## src/rtl/instr_pkg.sv

```systemverilog
// Shared widths, field positions and FSM encoding for the instruction feeder.
// Latency: n/a (declarations only).
// Backpressure: n/a.
package instr_pkg;

    localparam int INSTR_W = 13;
    localparam int CHUNK_W = 3;
    localparam int BEATS   = 5;
    localparam int FRAME_W = INSTR_W + 2;

    // Field positions inside an instruction word
    localparam int SRC1_MSB = 12;
    localparam int SRC1_LSB = 10;
    localparam int SRC2_MSB = 9;
    localparam int SRC2_LSB = 7;
    localparam int CMD_MSB  = 6;
    localparam int CMD_LSB  = 3;
    localparam int DEST_MSB = 2;
    localparam int DEST_LSB = 0;

    // S_ prefix keeps the GAP literal clear of the feeder's GAP parameter
    typedef enum logic [1:0] {
        S_IDLE = 2'd0,
        S_SEND = 2'd1,
        S_GAP  = 2'd2
    } feed_state_t;

    // Pad the instruction to a whole number of 3-bit chunks, MSB-aligned
    function automatic logic [FRAME_W-1:0] frame_of(input logic [INSTR_W-1:0] instr);
        return {instr, 2'b00};
    endfunction

endpackage

```

## src/rtl/instr_stream_feeder_if.sv

```systemverilog
// Valid/ready instruction handshake between a source and the feeder.
// Latency: n/a (wires only).
// Backpressure: source holds in_valid/in_instr stable until in_ready is seen.
interface instr_stream_feeder_if
    import instr_pkg::*;
    ();

    logic               in_valid;
    logic [INSTR_W-1:0] in_instr;
    logic               in_ready;

    modport master (output in_valid, output in_instr, input in_ready);
    modport slave  (input in_valid, input in_instr, output in_ready);

endinterface

```

## src/rtl/sync_fifo.sv

```systemverilog
// Single-clock FIFO with occupancy count; head word is visible combinationally.
// Latency: a push is poppable on the following cycle.
// Backpressure: push ignored when full, pop ignored when empty.
module sync_fifo #(
    parameter int DEPTH = 4,
    parameter int WIDTH = 13
) (
    input  logic                     clk,
    input  logic                     rst,
    input  logic                     push,
    input  logic [WIDTH-1:0]         push_dat,
    input  logic                     pop,
    output logic [WIDTH-1:0]         pop_dat,
    output logic [$clog2(DEPTH):0]   level,
    output logic                     full,
    output logic                     empty
);

    localparam int AW = $clog2(DEPTH);
    localparam int LW = AW + 1;

    logic [WIDTH-1:0] mem [DEPTH];
    logic [AW-1:0]    wr_ptr;
    logic [AW-1:0]    rd_ptr;
    logic [LW-1:0]    level_q;
    logic             do_push;
    logic             do_pop;

    assign do_push = push && !full;
    assign do_pop  = pop && !empty;
    assign full    = (level_q == LW'(DEPTH));
    assign empty   = (level_q == '0);
    assign level   = level_q;
    assign pop_dat = mem[rd_ptr];

    // Storage array; contents are don't-care until written
    always_ff @(posedge clk) begin
        if (do_push) begin
            mem[wr_ptr] <= push_dat;
        end
    end

    // Pointers wrap naturally since DEPTH is a power of two
    always_ff @(posedge clk or posedge rst) begin
        if (rst) begin
            wr_ptr  <= '0;
            rd_ptr  <= '0;
            level_q <= '0;
        end else begin
            if (do_push) wr_ptr <= wr_ptr + AW'(1);
            if (do_pop)  rd_ptr <= rd_ptr + AW'(1);
            case ({do_push, do_pop})
                2'b10:   level_q <= level_q + LW'(1);
                2'b01:   level_q <= level_q - LW'(1);
                default: level_q <= level_q;
            endcase
        end
    end

endmodule

```

## src/rtl/instr_stream_feeder.sv

```systemverilog
// Buffers 13-bit instructions and serializes each as a 5-beat 3-bit burst framed by EN.
// Latency: push into empty idle FIFO at edge N -> first EN beat at edge N+2; frames GAP+1 cycles apart.
// Backpressure: in_ready low while FIFO full; hold only blocks starting a new frame.
module instr_stream_feeder
    import instr_pkg::*;
#(
    parameter int DEPTH = 4,
    parameter int GAP   = 1
) (
    input  logic                         clk,
    input  logic                         rst,
    instr_stream_feeder_if.slave         in_if,
    input  logic                         hold,
    output logic [CHUNK_W-1:0]           C,
    output logic                         EN,
    output logic                         busy,
    output logic [$clog2(DEPTH):0]       level,
    output logic [15:0]                  frames_sent
);

    feed_state_t        state;
    logic [2:0]         beat;
    logic [3:0]         gcnt;
    logic [FRAME_W-1:0] shreg;
    logic [15:0]        frames_cnt;
    logic [INSTR_W-1:0] head;
    logic               full;
    logic               empty;
    logic               push;
    logic               pop;

    // Readiness comes from registered occupancy only; a same-cycle pop does not open a slot
    assign in_if.in_ready = !full;
    assign push           = in_if.in_valid && in_if.in_ready;
    assign pop            = (state == S_IDLE) && !empty && !hold;
    assign busy           = (level != '0) || (state != S_IDLE);
    assign frames_sent    = frames_cnt;

    sync_fifo #(
        .DEPTH (DEPTH),
        .WIDTH (INSTR_W)
    ) u_fifo (
        .clk      (clk),
        .rst      (rst),
        .push     (push),
        .push_dat (in_if.in_instr),
        .pop      (pop),
        .pop_dat  (head),
        .level    (level),
        .full     (full),
        .empty    (empty)
    );

    // Frame sequencer: pop in IDLE, shift out 5 chunks in SEND, idle for GAP cycles
    always_ff @(posedge clk or posedge rst) begin
        if (rst) begin
            state      <= S_IDLE;
            beat       <= '0;
            gcnt       <= '0;
            shreg      <= '0;
            C          <= '0;
            EN         <= 1'b0;
            frames_cnt <= '0;
        end else begin
            case (state)
                S_IDLE: begin
                    C  <= '0;
                    EN <= 1'b0;
                    if (pop) begin
                        shreg <= frame_of(head);
                        beat  <= '0;
                        state <= S_SEND;
                    end
                end
                S_SEND: begin
                    C     <= shreg[FRAME_W-1 -: CHUNK_W];
                    EN    <= 1'b1;
                    shreg <= shreg << CHUNK_W;
                    if (beat == 3'(BEATS - 1)) begin
                        gcnt  <= 4'(GAP - 1);
                        state <= S_GAP;
                    end else begin
                        beat <= beat + 3'd1;
                    end
                end
                S_GAP: begin
                    C  <= '0;
                    EN <= 1'b0;
                    // EN is still high only on the first gap cycle: the frame just ended
                    if (EN) frames_cnt <= frames_cnt + 16'd1;
                    if (gcnt == 4'd0) state <= S_IDLE;
                    else              gcnt  <= gcnt - 4'd1;
                end
                default: begin
                    state <= S_IDLE;
                    C     <= '0;
                    EN    <= 1'b0;
                end
            endcase
        end
    end

endmodule

```

## src/flat_wrapper.sv

```systemverilog
// flat-port wrapper written by rule: the top's interface ports become plain ports
module instr_stream_feeder_flat import instr_pkg::*;
#(
    parameter int DEPTH = 4,
    parameter int GAP   = 1
)
  (clk, rst, hold, C, EN, busy, level, frames_sent, in_if_in_valid, in_if_in_instr, in_if_in_ready);
  instr_stream_feeder_if in_if_i ();
  input  logic clk;
  input  logic rst;
  input  logic hold;
  output logic [CHUNK_W-1:0] C;
  output logic EN;
  output logic busy;
  output logic [$clog2(DEPTH):0] level;
  output logic [15:0] frames_sent;
  input wire logic [$bits(in_if_i.in_valid)-1:0] in_if_in_valid;
  input wire logic [$bits(in_if_i.in_instr)-1:0] in_if_in_instr;
  output wire logic [$bits(in_if_i.in_ready)-1:0] in_if_in_ready;
  assign in_if_i.in_valid = in_if_in_valid;
  assign in_if_i.in_instr = in_if_in_instr;
  assign in_if_in_ready = in_if_i.in_ready;
  instr_stream_feeder #(.DEPTH(DEPTH), .GAP(GAP)) u_core (.clk(clk), .rst(rst), .in_if(in_if_i), .hold(hold), .C(C), .EN(EN), .busy(busy), .level(level), .frames_sent(frames_sent));
endmodule
```

## config.mk

```make
export PLATFORM = sky130hd
export DESIGN_NAME = instr_stream_feeder_flat
export DESIGN_NICKNAME = d
export VERILOG_FILES = /design/src/rtl/instr_pkg.sv /design/src/rtl/instr_stream_feeder_if.sv /design/src/rtl/sync_fifo.sv /design/src/rtl/instr_stream_feeder.sv /design/src/flat_wrapper.sv
export SDC_FILE = /design/constraint.sdc
export NUM_CORES = 1
export LEC_CHECK = 0
export BUFFER_PORTS_ARGS = -buffer_cell sky130_fd_sc_hd__clkbuf_2
export CORE_MARGIN = 5
export CORE_UTILIZATION = 45
export CTS_BUF_LIST = sky130_fd_sc_hd__clkbuf_16
export DETAILED_ROUTE_END_ITERATION = 7
export HOLD_SLACK_MARGIN = 0.12
export PLACE_DENSITY = 0.68
export SLEW_MARGIN = 5
export SYNTH_ARGS = -nofsm -noshare
export SYNTH_HDL_FRONTEND = slang
export SYNTH_HIERARCHICAL = 1
export SYNTH_SLANG_ARGS = --single-unit
```

## constraint.sdc

```tcl
create_clock -name clk -period 7 [get_ports clk]
set_input_delay 0.7 -clock clk [delete_from_list [all_inputs] [get_ports clk]]
set_output_delay 0.7 -clock clk [all_outputs]
set_load 0.02 [all_outputs]
```

Yosys cells after proc, flatten, opt, wreduce, memory -nomap -nowiden
Memory sizes are Yosys's and may differ from the RTL's.
Cells that the tools add are included.
{ "totals": {"out_inout_bits": 25, "word_cells": 68, "mem_bits_rw": 52, "input_bits": 17, "reg_bits": 51, "n_memories": 1} }
{ "op_classes": {"n_reduce_logical": 22, "n_mux": 17, "eq_ne": 11, "add_sub_neg": 7} }
{ "mem_list": {"columns": ["memory", "depth", "word_bits", "rd", "rd_clocked_by_memory_dff", "wr", "line", "source"], "rows": [
  ["u_core.u_fifo.mem", 4, 13, 1, 0, 1, "sync_fifo.sv:22", "logic [WIDTH-1:0] mem [DEPTH];"]
]} }
{ "op_table": {"columns": ["cell", "n"], "rows": [
  ["$pmux 15 s2", 1],
  ["$add 16x1->16 const B", 1],
  ["$mux 15", 1],
  ["$pmux 3 s2", 2],
  ["$mux 3", 3],
  ["$reduce_and 3->1", 3],
  ["$mux 4", 2],
  ["$pmux 4 s2", 1],
  ["$reduce_bool 2->1", 4],
  ["$add 3x1->3 const B", 2],
  ["$eq 3x3->1 const B", 2],
  ["$mux 2", 3],
  ["$ne 2x2->1 const B", 3],
  ["$pmux 2 s3", 1],
  ["$logic_and 1x1->1", 5],
  ["$add 2x1->2 const B", 2],
  ["$eq 2x1->1 const B", 2],
  ["$eq 2x2->1 const B", 2],
  ["$logic_not 4->1", 1],
  ["$ne 2x1->1 const B", 2],
  ["$reduce_and 2->1", 2],
  ["$sub 4x1->4 const B", 1],
  ["$logic_not 1->1", 3],
  ["$logic_not 3->1", 1],
  ["other kinds (5)", 7]
]} }

Depth between registers and ports, before layout
{ "logic_depth": {"word_depth": 7, "ltp_mapped": 12} }

Modules after synthesis
The synthesis kept the hierarchy.
{ "modules_own_cells": {"columns": ["mod", "instances", "cells_each", "area_per_inst_um2"], "rows": [
  ["sync_fifo", 1, 106, 2338.5],
  ["instr_stream_feeder", 1, 187, 1909.3]
]} }

Worst setup path before layout
OpenSTA, ideal clock, no wires.
{ "synth_path": {"kind": "reg2reg", "start": "register u_core.u_fifo.level_q[0], in the netlist u_core/u_fifo/level[0]", "end": "register u_core.u_fifo.level_q[2], in the netlist u_core/u_fifo/level[2]", "n_path_buf": 2, "synth_period_minus_slack_ps": 2647, "setup_slack_ps": 4353, "setup_time_ps": 80, "path_stages_with_launch": 13, "t_arrival_ps": 2567, "required_ps": 6920, "path_cell_list": "dfrtp_1 > nor3_1 > or4_4 > buf_6 > clkinv_4 > buf_12 > o31a_1 > ha_1 > inv_1 > fa_1 > xor2_1 > nor2_1 > xor2_1"} }
{ "synth_between": {"elab_chain_cells": 7, "word_cells_on_any_way": 15} }
{ "synth_lines": {"columns": ["item", "line", "source"], "rows": [
  ["start: declaration", "sync_fifo.sv:25", "logic [LW-1:0] level_q;"],
  ["start signal: assignment", "sync_fifo.sv:53", "2'b10: level_q <= level_q + LW'(1);"],
  ["start signal: assignment", "sync_fifo.sv:54", "2'b01: level_q <= level_q - LW'(1);"],
  ["start signal: assignment", "sync_fifo.sv:55", "default: level_q <= level_q;"],
  ["$logic_not 3->1 (*)", "sync_fifo.sv:32", "assign empty = (level_q == '0);"],
  ["net u_core.empty", "instr_stream_feeder.sv:28", "logic empty;"],
  ["$logic_not 1->1 (*)", "instr_stream_feeder.sv:35", "assign pop = (state == S_IDLE) && !empty && !hold;"],
  ["$logic_and 1x1->1 (*) (2 in series)", "instr_stream_feeder.sv:35", null],
  ["net u_core.pop", "instr_stream_feeder.sv:30", "logic pop;"],
  ["$logic_and 1x1->1 (*)", "sync_fifo.sv:30", "assign do_pop = pop && !empty;"],
  ["net u_core.u_fifo.do_pop", "sync_fifo.sv:27", "logic do_pop;"],
  ["$eq 2x1->1 / $eq 2x2->1 (equally long branches)", "sync_fifo.sv:52", "case ({do_push, do_pop})"],
  ["$pmux 3 s2 / $reduce_bool 2->1 (equally long branches)", null, null]
]} }
Mark *: on every way through the listed nets, which the timed path passes. The rest lies on a longest branch.
A chain may end at the register's enable or synchronous reset.

Worst setup path in the final report
{ "layout_path": {"start": "register u_core.u_fifo.level_q[0], in the netlist u_core/u_fifo/level[0]", "end": "register u_core.u_fifo.level_q[2], in the netlist u_core/u_fifo/level[2]"} }
{ "layout_between": {"elab_chain_cells": 7, "word_cells_on_any_way": 15} }
{ "layout_lines": {"columns": ["item", "line"], "rows": [
  ["$logic_not 3->1 (*)", "sync_fifo.sv:32"],
  ["net u_core.empty", "instr_stream_feeder.sv:28"],
  ["$logic_not 1->1 (*)", "sync_fifo.sv:30, instr_stream_feeder.sv:35"],
  ["$logic_and 1x1->1 (2 in series)", "instr_stream_feeder.sv:35"],
  ["$logic_and 1x1->1 (*)", "sync_fifo.sv:30"],
  ["net u_core.u_fifo.do_pop", "sync_fifo.sv:27"],
  ["$eq 2x1->1 / $eq 2x2->1 (equally long branches)", "sync_fifo.sv:52"],
  ["$pmux 3 s2 / $reduce_bool 2->1 (equally long branches)", null]
]} }
Marks and branches as above.

==> summary.md <==
| Metric | Value |
|---|---|
| #FFs+latches synth | ~100 |
| Drt wl/cell | ~15 µm |
| Pin count of the biggest net entering global routing | 43 |
| Worst hold margin | 0.275 ns |
| Antenna violations before repair | 0 |
| Post-Route WL | 6.92 mm |
| Setup-failing EPs final | 0 |
| Worst Max-Slew Pin Slew | between 0.8 and 0.9 ns |
| Post-route insts no fill | 470 |
| Die area | 0.0115 mm² |
| Status | finished clean |
| Syn nets | between 300 and 400 |
| Worst min-delay path class | primary input to asynchronous set/reset pin |
| First-pass detailed-route iteration total | 4 |
| First-pass GRT wire length | 11.4 mm |
| Gr ovfl total | 0 |
| Max Cap Viol | 0 |
| Async SR Flop Fraction | 0.485 |
| Vias | approximately 2400 |
| GRT Total Usage | 0.130 |
| Final Hold Vio Count | 0 |
| CTS sink count | 101 |
| Peak Freq | approximately 370 MHz |
| # rows | 35 |
| Most common cell after layout, fill and taps aside | edfxtp_1 |
| Cell family with most CP delay | simple AND/OR/NAND/NOR gates |
| # nets final | 363 |
| GP Congestion | around 0.79 |
| Number of global-route vias before repair | 2377 |
| Multi-input gate area | between 0.001 and 0.0015 mm² |
| Reg area | 0.00279 mm² |
| Worst skew pair latency | 0.34 ns |
| Clock period minus worst slack | roughly 2.7 ns |
| CP most frequent cell | xor2_1 |
| Antenna Violating Nets Remaining | 0 |
| PD cells | 406 mW/mm² |
| CTS clk-pin slew, worst paths | 0.07 ns |
| Seq/Total Area, Yosys | 0.656 |
| Post-CTS Setup Bufs | 0 |
| Slew headroom | 0.430 |
| Num CTS Buffers | 9 |
| Post-synth EDFFs | 52 |
| Dpl cells | approximately 450 |
| DR iter-0 viols | 71 |
| Layout cells sized above 1 | 0.211 |
| VDD IR max | 0.180 mV |
| RSZ-0062 raised after global routing | false |
| Ys flop type | edfxtp_1 |
| Root cell of the clock tree | clkbuf_16 |
| TNS Setup | 0 ns |
| WP data arrival | roughly 3 ns |
| Post-synthesis cell area | 0.00425 mm² |
| Lkg Pwr | 2.01 nW |
| Vias per cell | 5.04 |
| Area grow syn2layout | 13.9% |
| Post-Syn Area per Cell | 14.5 µm² |
| Die height | around 110 µm |
| Crit-path cells | nor3_1, or4_4, clkinv_4, o31a_1, ha_1, inv_1, fa_1, xor2_1, nor2_1, xor2_1 |
| CTS tree | done |
| Cells after synthesis | ~290 |
| Setup Skew | between 0.008 and 0.009 ns |
| CP max stage delay | 0.62 ns |
| Max Buffers Root-to-Sink | 2 |
| Die width | roughly 110 µm |
| H-tree levels | 3 |
| Netlist cell types | 40 |
| HPWL Detailed | 4.76 mm |
| Nature of the critical path endpoint | flop |
| Fillers | 787 |
| Crit-path max FO | 16 |
| Crit Path Category | flop to flop |
| Startpoint types | flop |
| Port Buffer Count | 41 |
| Fin. max-slew vios | 0 |
| Hold_buf cts | 0 |
| Warnings from Yosys | 6 |
| Most frequent cells in the layout | 52 x edfxtp_1, 49 x dfrtp_1, 41 x clkbuf_2 |
| PostCTS Resize Cnt | 0 |
| I/O pin total | between 40 and 50 |
| Residual DRC count | 0 |
| Final Cycle Share | 0.385 |
| Diodes inserted | 0 |
| CP max stage cell | or4_4 |
| WP buf/inv | 2 |
| CP required | around 7.3 ns |
| Core footprint | 0.00924 mm² |
| Initial core utilization | 0.460 |
-- Yosys cell counts, drive strengths merged (2+ instances only) --
| cell | n | area, µm² |
|---|---|---|
| a21oi | 7 | 35.0 |
| o31a | 2 | 17.5 |
| edfxtp | 52 | 1560 |
| nor3 | 4 | 20.0 |
| o21ai | 5 | 25.0 |
| nand2b | 2 | 12.5 |
| mux2i | 2 | 20.0 |
| xor2 | 8 | 70.1 |
| nand4 | 3 | 18.8 |
| mux4 | 13 | 312 |
| ha | 9 | 113 |
| inv | 17 | 63.8 |
| and3 | 3 | 18.8 |
| and2 | 7 | 43.8 |
| buf | 7 | 83.8 |
| nand2 | 39 | 146 |
| nand3 | 6 | 30.0 |
| a31oi | 10 | 62.6 |
| clkbuf | 3 | 11.3 |
| and4 | 2 | 17.5 |
| mux2 | 2 | 26.3 |
| xnor2 | 14 | 123 |
| o22ai | 2 | 12.5 |
| o211ai | 2 | 15.0 |
| dfrtp | 49 | 1230 |
| nor2b | 2 | 15.0 |
| nor2 | 13 | 48.8 |
-- per-stage QoR --
step           instance area [µm²]   util  power, mW  setup slack, ns
2_1_floorplan                 4250      -       1.36             4.35
3_3_place_gp                  4530  0.490       1.47             4.22
3_5_place_dp                  4530  0.490       1.49             4.16
4_1_cts                       4840  0.523       1.99             4.30
5_1_grt                       4840  0.523       2.09             4.15
6_report                      4840  0.523       1.96             4.30
-- cell families after synthesis --
group | share of synthesized area
adder cells (fa/ha/maj) | 0.0312
AO/OA/AOI/OAI | 0.0415
flip-flops | 0.656
AND/OR/NAND/NOR | 0.102
buffers and inverters | 0.0395
multiplexers | 0.0842
XOR/XNOR | 0.0454
-- sequential cells by signal, indices dropped and copies added, names as in the netlist --
name / cells
u_core/EN: 1
u_core/beat: 3
u_core/u_fifo/rd_ptr: 2
u_core/frames_sent: 16
u_core/C: 3
u_core/u_fifo/mem: 52
u_core/u_fifo/wr_ptr: 2
u_core/state: 2
u_core/gcnt: 4
u_core/shreg: 13
u_core/u_fifo/level: 3
-- final cells by class --
cell class | instances | share of cell area
clock inverter | 7 | 0.0176
timing repair buffer | 42 | 0.0440
tap | 129 | 0.0334
multi-input combinational | 164 | 0.267
sequential | 101 | 0.576
inverter | 18 | 0.0150
clock buffer | 9 | 0.0466
-- power breakdown --
part	total [mW]	internal, mW	switching [mW]	leakage [nW]
clock	0.497	0.282	0.215	0.150
combinational	0.547	0.241	0.306	0.761
sequential	0.919	0.792	0.127	1.10
-- worst paths after layout --
path,cells past startpoint,slack (ns),from,to
max reg2reg,10,4.30,u_core/u_fifo/level[0],u_core/u_fifo/level[2]
max in group asynchronous,3,6.16,rst,u_core/frames_sent[15]
min in group clk,1,0.48,u_core/frames_sent[15],u_core/frames_sent[15]
min reg2reg,1,0.48,u_core/frames_sent[15],u_core/frames_sent[15]
max,10,4.30,u_core/u_fifo/level[0],u_core/u_fifo/level[2]
min,2,0.27,rst,u_core/u_fifo/wr_ptr[0]
-- worst register-to-register path: stages, from the launching register on --
cell and delay (ns):
dfrtp_1 0.48, nor3_1 0.10, or4_4 0.62, clkinv_4 0.15, o31a_1 0.21, ha_1 0.20
inv_1 0.06, fa_1 0.37, xor2_1 0.15, nor2_1 0.12, xor2_1 0.16
-- routing by layer --
metal / part of all wire / routed length, µm / GRT usage
met3: 0.045 / 310 / 0.0385
met4: 0.013 / 87 / 0.0493
met1: 0.44 / 3080 / 0.164
met2: 0.50 / 3440 / 0.210
met5: 0 / 0 / 0
(Power assumes the default switching activity.)
